File: src/rtl/three_phase_spwm_pkg.sv
`default_nettype none
// ============================================================================
//  Module   : three_phase_spwm_pkg
//  Purpose  : Shared constants, leg state encoding, sine table and duty scaler
//             for the three-phase sinusoidal PWM generator.
//  Revision : 1.0
// ============================================================================
package three_phase_spwm_pkg;

    localparam int c_table_steps = 96;
    localparam int c_carrier_w   = 8;
    localparam logic [7:0] c_sine_mid = 8'd128;

    localparam logic [1:0] c_leg_low_on  = 2'd0;
    localparam logic [1:0] c_leg_dead    = 2'd1;
    localparam logic [1:0] c_leg_high_on = 2'd2;

    // First quarter (0..90 deg) of round(127.5 + 127.5*sin(2*pi*k/96)).
    function automatic logic [7:0] sine_quarter(input logic [4:0] q);
        logic [7:0] v;
        case (q)
            5'd0:    v = 8'd128;
            5'd1:    v = 8'd136;
            5'd2:    v = 8'd144;
            5'd3:    v = 8'd152;
            5'd4:    v = 8'd160;
            5'd5:    v = 8'd168;
            5'd6:    v = 8'd176;
            5'd7:    v = 8'd184;
            5'd8:    v = 8'd191;
            5'd9:    v = 8'd198;
            5'd10:   v = 8'd205;
            5'd11:   v = 8'd212;
            5'd12:   v = 8'd218;
            5'd13:   v = 8'd223;
            5'd14:   v = 8'd229;
            5'd15:   v = 8'd234;
            5'd16:   v = 8'd238;
            5'd17:   v = 8'd242;
            5'd18:   v = 8'd245;
            5'd19:   v = 8'd248;
            5'd20:   v = 8'd251;
            5'd21:   v = 8'd253;
            5'd22:   v = 8'd254;
            default: v = 8'd255;
        endcase
        return v;
    endfunction

    // Full 96-entry table folded onto the quarter wave; the negative half
    // mirrors as 255-v, except index 48 which is the 128 midpoint.
    function automatic logic [7:0] sine_lut(input logic [6:0] k);
        logic       neg;
        logic [6:0] j;
        logic [4:0] q;
        logic [7:0] v;
        neg = (k >= 7'd48);
        j   = neg ? (k - 7'd48) : k;
        q   = (j <= 7'd24) ? j[4:0] : 5'(7'd48 - j);
        v   = sine_quarter(q);
        if (neg && (q != 5'd0)) begin
            v = 8'd255 - v;
        end
        return v;
    endfunction

    // d = 128 + (((s-128) * amp) >>> 8), floor shift keeps d within 0..254.
    function automatic logic [7:0] scale_duty(input logic [7:0] s, input logic [7:0] a);
        logic signed [8:0]  diff;
        logic signed [17:0] prod;
        diff = $signed({1'b0, s}) - 9'sd128;
        prod = diff * $signed({1'b0, a});
        prod = prod >>> 8;
        return prod[7:0] + c_sine_mid;
    endfunction

endpackage
`default_nettype wire

File: src/rtl/three_phase_spwm_leg.sv
`default_nettype none
// ============================================================================
//  Module   : spwm_leg
//  Purpose  : One inverter leg: carrier compare, dead-time FSM, gate drives.
//  Revision : 1.0
// ============================================================================
module spwm_leg
    import three_phase_spwm_pkg::*;
#(
    parameter int DEADTIME = 50
) (
    input  logic                   clk,
    input  logic                   rst,
    input  logic                   i_en,
    input  logic [c_carrier_w-1:0] i_duty,
    input  logic [c_carrier_w-1:0] i_carrier,
    output logic                   o_gate_h,
    output logic                   o_gate_l
);

    localparam int c_cnt_w = $clog2(DEADTIME + 1);
    localparam logic [c_cnt_w-1:0] c_dead_load = c_cnt_w'(DEADTIME);
    localparam logic [c_cnt_w-1:0] c_cnt_one   = c_cnt_w'(1);

    logic [1:0]         r_state;
    logic [c_cnt_w-1:0] r_cnt;
    logic               r_gate_h;
    logic               r_gate_l;
    logic               w_raw;

    assign w_raw = (i_duty > i_carrier);

    // The dead window closes on the clock the counter would reach 0, so the
    // leg spends exactly DEADTIME clocks with both gates low.
    always_ff @(posedge clk) begin
        if (rst || !i_en) begin
            r_state  <= c_leg_dead;
            r_cnt    <= c_dead_load;
            r_gate_h <= 1'b0;
            r_gate_l <= 1'b0;
        end else begin
            case (r_state)
                c_leg_low_on: begin
                    if (w_raw) begin
                        r_state  <= c_leg_dead;
                        r_cnt    <= c_dead_load;
                        r_gate_l <= 1'b0;
                    end
                end
                c_leg_high_on: begin
                    if (!w_raw) begin
                        r_state  <= c_leg_dead;
                        r_cnt    <= c_dead_load;
                        r_gate_h <= 1'b0;
                    end
                end
                c_leg_dead: begin
                    if (r_cnt <= c_cnt_one) begin
                        r_cnt <= '0;
                        if (w_raw) begin
                            r_state  <= c_leg_high_on;
                            r_gate_h <= 1'b1;
                            r_gate_l <= 1'b0;
                        end else begin
                            r_state  <= c_leg_low_on;
                            r_gate_h <= 1'b0;
                            r_gate_l <= 1'b1;
                        end
                    end else begin
                        r_cnt <= r_cnt - c_cnt_one;
                    end
                end
                default: begin
                    r_state  <= c_leg_dead;
                    r_cnt    <= c_dead_load;
                    r_gate_h <= 1'b0;
                    r_gate_l <= 1'b0;
                end
            endcase
        end
    end

    assign o_gate_h = r_gate_h;
    assign o_gate_l = r_gate_l;

endmodule
`default_nettype wire

File: src/rtl/three_phase_spwm.sv
`default_nettype none
// ============================================================================
//  Module   : three_phase_spwm
//  Purpose  : Step-driven three-phase sine PWM with dead-time gate outputs.
//  Revision : 1.0
// ============================================================================
module three_phase_spwm
    import three_phase_spwm_pkg::*;
#(
    parameter int TABLE_STEPS = c_table_steps,
    parameter int CARRIER_DIV = 4,
    parameter int DEADTIME    = 50
) (
    input  logic       clk,
    input  logic       rst,
    input  logic       en,
    input  logic       step_n,
    input  logic [7:0] amp,
    output logic       ua_h,
    output logic       ua_l,
    output logic       ub_h,
    output logic       ub_l,
    output logic       uc_h,
    output logic       uc_l,
    output logic [6:0] idx,
    output logic       period_sync
);

    localparam int c_div_w = (CARRIER_DIV > 1) ? $clog2(CARRIER_DIV) : 1;
    localparam logic [c_div_w-1:0] c_div_last = c_div_w'(CARRIER_DIV - 1);
    localparam logic [c_div_w-1:0] c_div_one  = c_div_w'(1);
    localparam logic [6:0] c_last_idx   = 7'(TABLE_STEPS - 1);
    localparam logic [7:0] c_steps8     = 8'(TABLE_STEPS);
    localparam logic [7:0] c_third8     = 8'(TABLE_STEPS / 3);
    localparam logic [7:0] c_two_third8 = 8'(2 * TABLE_STEPS / 3);

    logic                   r_step_prev;
    logic [6:0]             r_idx;
    logic                   r_sync;
    logic                   w_step;
    logic [7:0]             w_sum_b;
    logic [7:0]             w_sum_c;
    logic [6:0]             w_addr [3];
    logic [7:0]             r_sine [3];
    logic [7:0]             r_duty [3];
    logic [7:0]             r_shadow [3];
    logic [c_div_w-1:0]     r_div;
    logic [c_carrier_w-1:0] r_carrier;
    logic                   r_car_down;
    logic [2:0]             w_gate_h;
    logic [2:0]             w_gate_l;

    // Previous sample resets low so a strobe held low through reset is ignored.
    assign w_step = r_step_prev & ~step_n & en;

    always_ff @(posedge clk) begin
        if (rst) begin
            r_step_prev <= 1'b0;
            r_idx       <= 7'd0;
            r_sync      <= 1'b0;
        end else begin
            r_step_prev <= step_n;
            r_sync      <= 1'b0;
            if (w_step) begin
                if (r_idx == c_last_idx) begin
                    r_idx  <= 7'd0;
                    r_sync <= 1'b1;
                end else begin
                    r_idx <= r_idx + 7'd1;
                end
            end
        end
    end

    always_comb begin
        w_sum_b   = {1'b0, r_idx} + c_third8;
        w_sum_c   = {1'b0, r_idx} + c_two_third8;
        w_addr[0] = r_idx;
        w_addr[1] = (w_sum_b >= c_steps8) ? 7'(w_sum_b - c_steps8) : w_sum_b[6:0];
        w_addr[2] = (w_sum_c >= c_steps8) ? 7'(w_sum_c - c_steps8) : w_sum_c[6:0];
    end

    // Triangle carrier: 0..255..1 repeating, turnaround counts not doubled.
    always_ff @(posedge clk) begin
        if (rst) begin
            r_div      <= '0;
            r_carrier  <= '0;
            r_car_down <= 1'b0;
        end else if (r_div == c_div_last) begin
            r_div <= '0;
            if (!r_car_down) begin
                if (r_carrier == 8'hFF) begin
                    r_car_down <= 1'b1;
                    r_carrier  <= 8'hFE;
                end else begin
                    r_carrier <= r_carrier + 8'd1;
                end
            end else begin
                if (r_carrier == 8'h00) begin
                    r_car_down <= 1'b0;
                    r_carrier  <= 8'h01;
                end else begin
                    r_carrier <= r_carrier - 8'd1;
                end
            end
        end else begin
            r_div <= r_div + c_div_one;
        end
    end

    // ROM read, amplitude scaling, then shadow capture only at carrier zero.
    always_ff @(posedge clk) begin
        if (rst) begin
            for (int p = 0; p < 3; p++) begin
                r_sine[p]   <= c_sine_mid;
                r_duty[p]   <= c_sine_mid;
                r_shadow[p] <= c_sine_mid;
            end
        end else begin
            for (int p = 0; p < 3; p++) begin
                r_sine[p] <= sine_lut(w_addr[p]);
                r_duty[p] <= scale_duty(r_sine[p], amp);
                if (r_carrier == 8'd0) begin
                    r_shadow[p] <= r_duty[p];
                end
            end
        end
    end

    for (genvar p = 0; p < 3; p++) begin : g_leg
        spwm_leg #(
            .DEADTIME (DEADTIME)
        ) u_leg (
            .clk       (clk),
            .rst       (rst),
            .i_en      (en),
            .i_duty    (r_shadow[p]),
            .i_carrier (r_carrier),
            .o_gate_h  (w_gate_h[p]),
            .o_gate_l  (w_gate_l[p])
        );
    end

    assign ua_h        = w_gate_h[0];
    assign ua_l        = w_gate_l[0];
    assign ub_h        = w_gate_h[1];
    assign ub_l        = w_gate_l[1];
    assign uc_h        = w_gate_h[2];
    assign uc_l        = w_gate_l[2];
    assign idx         = r_idx;
    assign period_sync = r_sync;

endmodule
`default_nettype wire
File: config.mk
export PLATFORM = sky130hd
export DESIGN_NAME = three_phase_spwm
export DESIGN_NICKNAME = d
export VERILOG_FILES = /design/src/rtl/three_phase_spwm_pkg.sv /design/src/rtl/three_phase_spwm_leg.sv /design/src/rtl/three_phase_spwm.sv
export SDC_FILE = /design/constraint.sdc
export NUM_CORES = 1
export LEC_CHECK = 0
export ABC_AREA = 1
export BUFFER_PORTS_ARGS = -buffer_cell sky130_fd_sc_hd__buf_2
export CORE_MARGIN = 2
export CORE_UTILIZATION = 45
export CTS_BUF_LIST = sky130_fd_sc_hd__clkbuf_8
export DETAILED_ROUTE_END_ITERATION = 7
export PLACE_DENSITY = 0.61
export SETUP_SLACK_MARGIN = 0.1
export SKIP_LAST_GASP = 1
export SYNTH_ARGS = -nofsm -noshare
export SYNTH_HDL_FRONTEND = slang
export SYNTH_SLANG_ARGS = --single-unit
File: constraint.sdc
create_clock -name clk -period 5.6 [get_ports clk]
set_input_delay 1.12 -clock clk [delete_from_list [all_inputs] [get_ports clk]]
set_output_delay 1.12 -clock clk [all_outputs]
set_load 0.02 [all_outputs]
# Yosys cells after proc, flatten, opt, wreduce, memory -nomap -nowiden
# Memories as Yosys holds them, arrays and structs flattened.
# Cells that the tools add are included.
# W data, S select, Z words.
[word_totals] mem_count=6 output_inout_bits=14 ff_bits=50 inputBits=12 mem_bits_ro=672 ramBits=72
[classes] n_mux=91 magnitude_cmp=14 addsub=26 n_mul=3 bitwise_logic=19 n_eq_ne=18 n_reduce_logical=26
[mem_list] name="(no name shown)" words=32 word_bits=7 read_ports=1 rd_ports_with_merged_regs=0 write_ports=0 line_no="three_phase_spwm_pkg.sv:21" rtl="case (q)"
[mem_list] name="(no name shown)" words=32 word_bits=7 read_ports=1 rd_ports_with_merged_regs=0 write_ports=0 line_no="three_phase_spwm_pkg.sv:21"
[mem_list] name="(no name shown)" words=32 word_bits=7 read_ports=1 rd_ports_with_merged_regs=0 write_ports=0 line_no="three_phase_spwm_pkg.sv:21"
[mem_list] name="r_duty" words=3 word_bits=8 read_ports=3 rd_ports_with_merged_regs=0 write_ports=3 line_no="three_phase_spwm.sv:45" rtl="logic [7:0] r_duty [3];"
[mem_list] name="r_shadow" words=3 word_bits=8 read_ports=3 rd_ports_with_merged_regs=0 write_ports=3 line_no="three_phase_spwm.sv:46" rtl="logic [7:0] r_shadow [3];"
[mem_list] name="r_sine" words=3 word_bits=8 read_ports=3 rd_ports_with_merged_regs=0 write_ports=3 line_no="three_phase_spwm.sv:44" rtl="logic [7:0] r_sine [3];"
[ops] cell="$mux W8" count=21
[ops] cell="$mux W6" count=9
[ops] cell="$pmux W6 S3" count=3
[ops] cell="$mul A9 B9 Y16" count=3
[ops] cell="$mux W7" count=6
[ops] cell="$mux W1" count=28
[ops] cell="$reduce_and A3 Y1" count=9
[ops] cell="$sub A8 B8 Y9 const B" count=3
[ops] cell="$add A8 B8 Y8 const B" count=3
[ops] cell="$gt A8 B8 Y1" count=3
[ops] cell="$mux W2" count=12
[ops] cell="$sub A8 B8 Y8 const A" count=3
[ops] cell="$ge A7 B6 Y1 const B" count=3
[ops] cell="$le A7 B5 Y1 const B" count=3
[ops] cell="$sub A7 B6 Y7 const B" count=3
[ops] cell="$le A6 B1 Y1 const B" count=3
[ops] cell="$pmux W1 S3" count=6
[ops] cell="$pmux W2 S3" count=3
[ops] cell="$sub A6 B1 Y6 const B" count=3
[ops] cell="$ge A8 B7 Y1 const B" count=2
[ops] cell="$mux W5" count=3
[ops] cell="$reduce_bool A5 Y1" count=3
[ops] cell="$sub A5 B5 Y5 const A" count=3
[ops] cell="$sub A7 B7 Y7 const B" count=2
[ops] cell="22 further kinds" count=57

# Longest topological paths before layout
# An unclocked memory read counts as a cell.
[depth] ltp_word=13 depth_mapped=23 depth_no_buf=23

# Hierarchy
# Synthesis repeated with hierarchy kept, for this count alone.
[hier_totals] hier_cells=2011 area_unflattened_um2=14515.2
[modules_own_cells] module="three_phase_spwm" instances=1 cells_each=1654 area_each_um2=12060.3
[modules_own_cells] module="spwm_leg" instances=3 cells_each=119 area_each_um2=818.3

# Worst setup path before layout
# OpenSTA, ideal clock, no wires.
[synth_timing] path_type="input to register" startpoint="input amp[0]" endpoint="memory r_duty[0][6]" t_arrival_ps=5076 setup_slack_ps=409 path_stages=21 n_path_buf=1 cell_sequence="buf_2 -> inv_1 -> nor2_1 -> inv_1 -> fa_1 -> inv_1 -> fa_1 -> inv_1 -> fa_1 -> fa_1 -> inv_1 -> ha_1 -> nand2_1 -> o21ai_0 -> o21bai_1 -> nand2_1 -> nand2_1 -> nand3_1 -> or2_2 -> a21oi_1 -> nor2_1"
[synth_lines] item="from (decl)" line_no="three_phase_spwm.sv:18" rtl="input logic [7:0] amp,"
[synth_lines] item="to (decl)" line_no="three_phase_spwm.sv:45"

==> results.toml <==
[timing]
setup_tns_ps = 0
timing.fmax_ghz = 0.2001
tightestPinTransition_ps = 1013
finalHoldViolCount = 0
skew_ps = 10.61
setup_violations = 0
hold_slack_ps = 438.8
drv_slew = 0
fin_crit_ps = 4998
period_share_pct = 89.26
grt_setup_unrepaired = "no"
slew_headroom_pct = 32.33

[critical_path]
cpMaxStageDelayCell = "fa_1"
r2r_start = "r_sine[0][11]"
end_kind = "flop"
critPathLaunch = "amp[4]"
startpoint_type = "input pin"
endpoint = "r_duty[0][14]"
rr_worst_depth = 21
path_common_cell = "inv_1"
critical-path-max-stage-delay_ps = 540
reg2reg_setup_slack_ps = 960
reg2reg_to = "r_duty[0][14]"
crit_buf_inv = 7
timing.critical_path.cells = "buf_2 -> nand2_1 -> inv_1 -> fa_1 -> inv_1 -> fa_1 -> inv_1 -> fa_1 -> inv_1 -> fa_1 -> inv_1 -> ha_1 -> nand2_1 -> inv_1 -> nand3_1 -> o21bai_1 -> nand2_1 -> nand2_1 -> nand3_1 -> or2_2 -> a21oi_1 -> nor2_1"
critPathArrivalTime_ps = 5360
cp.required_ps = 5960
critical_path.max_fanout = 14
crit_type = "input pin to flop"
cpLargestDelayFamily = "adder cells"
crit_cells = 22

[synthesis]
synth-adder-area-share_pct = 33.02
synth_mux_area_share_pct = 0
ys_ff_latch = 122
synthSimpleGateAreaFrac_pct = 23.78
synth_warnings = 0
synth_top_family_by_area = "adder cells"
netlist_area_um2 = 14350
syn_nets = 2263
synth_cell_types = 52
avgSynthCellArea_um2 = 7.308
syn_inst = 1964
seq_area_frac_synth_pct = 18.69
synth_compound_area_share_pct = 7.994
synth-xor-area-share_pct = 1.831

[routing]
vias = 11662
drtIter0Drc = 514
viasPerCell = 4.865
drtPass1Iterations = 5
wl_per_cell_um = 13.45
ant_nets = 0
drc = 0
totalWireLength_um = 32230

[clock_network]
numClockSinks = 122
cts_tree = "yes"
hold_buffers = 0
path_clk_slew_ps = 80
clockRootBuffer = "clkbuf_8"
postCtsSetupBuffers = 0
clock_latency_ps = 460
cts_htree_levels = 4
clockBufferDepth = 2
cts_made_buffers = 17
cts_resized = 0

[global_route]
grt_pass1_wl_um = 55800
use_met2_pct = 36.38
grt_max_degree = 46
antenna_found_initial = 0
first_global_vias = 11572
met3_usage_pct = 2.934
gr-max-usage-layer = "met2"
grtUsageMet1_pct = 26.67
grt_use_total_pct = 20.69
grt_overflow = 0

[power_and_ir_drop]
powerDensity_nw_per_um2 = 191.1
switching_share_pct = 38.97
seqPwrFrac_pct = 36.3
pwr-share-clk_pct = 25.7
vdd_ir_drop_max_mv = 0.1417
p_int_uw = 1782
p_leak_uw = 0.008470
p_sw_uw = 1138
combPwrFrac_pct = 38.0

[final_layout]
final_cells = 2397
nets = 2281
fillers = 3158
drive_above_1_share_pct = 7.068
diodes = 0
synthToLayoutAreaGrowth_pct = 6.460

[floorplan]
die_h_um = 182.6
die_x_um = 182.6
row_count = 65
core-area_um2 = 31470
dieArea_um2 = 33340
start_util_pct = 45.60
ios = 26

[run]
max-cap-violations = 0

[min_path]
min_from = "r_div[0]"
min_path_type = "flop to flop"

[placed_design]
dpl.cell_count = 2365
gp_congestion = 0.8999
dp_hpwl_um = 26340
portBuffers = 25

[outcome]
status = "finished clean"
placed cells by master (no fill, tap or decap), drive strengths merged, types with 2 or more instances in the layout:
cell	count
nand3	91
edfxtp	24
buf	47
and2	2
or2	9
xnor2	22
o21a	4
o21bai	6
o21ai	60
a211oi	4
nor3	12
o211ai	14
inv	497
clkinvlp	4
dfxtp	98
a21boi	2
nand4	10
o31ai	2
fa	153
a21o	5
a221oi	4
nor2	159
ha	134
clkbuf	18
clkinv	10
xor2	8
a21oi	95
nand2	484
nand3b	10
area by class of cell:
cell class | instances | area (um2) | area share (%)
clock buffers | 18 | 247.7 | 1.621
clock inverters | 14 | 123.9 | 0.8107
inverters | 498 | 1869 | 12.23
multi-input cells | 1296 | 9563 | 62.59
flip-flops and latches | 122 | 2683 | 17.56
well taps | 402 | 503.0 | 3.292
repair buffers | 47 | 290.3 | 1.900
registers in the layout, summed over array words and instances (netlist names):
register and count:
period_sync 1, r_step_prev 1, r_sine 24, r_duty 24, g_leg.u_leg.r_state 6, r_car_down 1, g_leg.u_leg.r_cnt 18, r_shadow 24
g_leg.u_leg.o_gate_l 3, r_div 2, idx 7, g_leg.u_leg.o_gate_h 3, r_carrier 8
metal layers:
layer / vias up / wire (um)
met5: - / 0
met4: 0 / 646
met2: 162 / 15640
met3: 34 / 921
li1: 5934 / -
met1: 5532 / 15020
cells in the mapped netlist, drive strengths merged:
master     n  area, um2
inv      496       1862
nand2    484       1957
nor2     159      640.6
fa       153       3063
ha       134       1677
dfxtp     98       1962
a21oi     95      479.2
nand3     91      528.0
o21ai     60      326.6
clkbuf    34      133.9
edfxtp    24      720.7
xnor2     22      192.7
buf       14      103.9
o211ai    14      105.1
nor3      12      60.06
nand3b    10      75.07
nand4     10      62.56
or2        9      56.30
xor2       8      70.07
o21bai     6      45.04
a21o       5      37.54
a211oi     4      30.03
a221oi     4      35.03
o21a       4      30.03
a21boi     2      18.77
and2       2      13.77
clkinv     2      7.510
o31ai      2      15.01
a22oi      1      7.510
a31o       1      8.760
nand2b     1      6.260
nor3b      1      7.510
nor4       1      6.260
o2111ai    1      8.760
worst reg2reg max path: stages (launching register included):
cell and delay, ps:
dfxtp_1 440, nand2_1 130, inv_1 60, fa_1 540, inv_1 50, fa_1 480, inv_1 60, fa_1 540
inv_1 60, fa_1 530, inv_1 50, ha_1 320, nand2_1 80, inv_1 60, nand3_1 70, o21bai_1 280
nand2_1 120, nand2_1 110, nand3_1 90, or2_2 290, a21oi_1 130, nor2_1 60
power groups by stage:
stage | Sequential, uW | Clock [uW] | Combinational (uW)
floorplan | 1040 | 0 | 863
detailed placement | 1080 | 0 | 1110
CTS | 1060 | 767 | 1120
global route | 1070 | 807 | 1310
global placement | 1080 | 0 | 1080
finish | 1060 | 750 | 1110
cells by family after synthesis:
kind of cell	after synthesis
simple gates	780
buf+inv	546
fa+ha+maj	287
compound gates	199
flops	122
xor+xnor	30
how the worst min path moves through the flow:
stage / to / slack [ps] / cells after the start
6_report: r_div[0] / 440 / 1
5_1_grt: r_div[0] / 460 / 1
4_1_cts: r_div[0] / 430 / 1
3_5_place_dp: r_div[0] / 420 / 1
3_3_place_gp: r_div[0] / 410 / 1
2_1_floorplan: r_div[0] / 400 / 1
stage by stage:
stage	util, %	power [uW]	cell area [um2]	worst slack, ps
floorplan	-	1908	14350	408.6
global placement	47.37	2166	14910	197.5
detailed placement	47.37	2188	14910	142.9
CTS	48.55	2945	15280	622.6
global route	48.55	3180	15280	282.8
finish	48.55	2920	15280	601.6
Power figures use the tool's default switching activity.
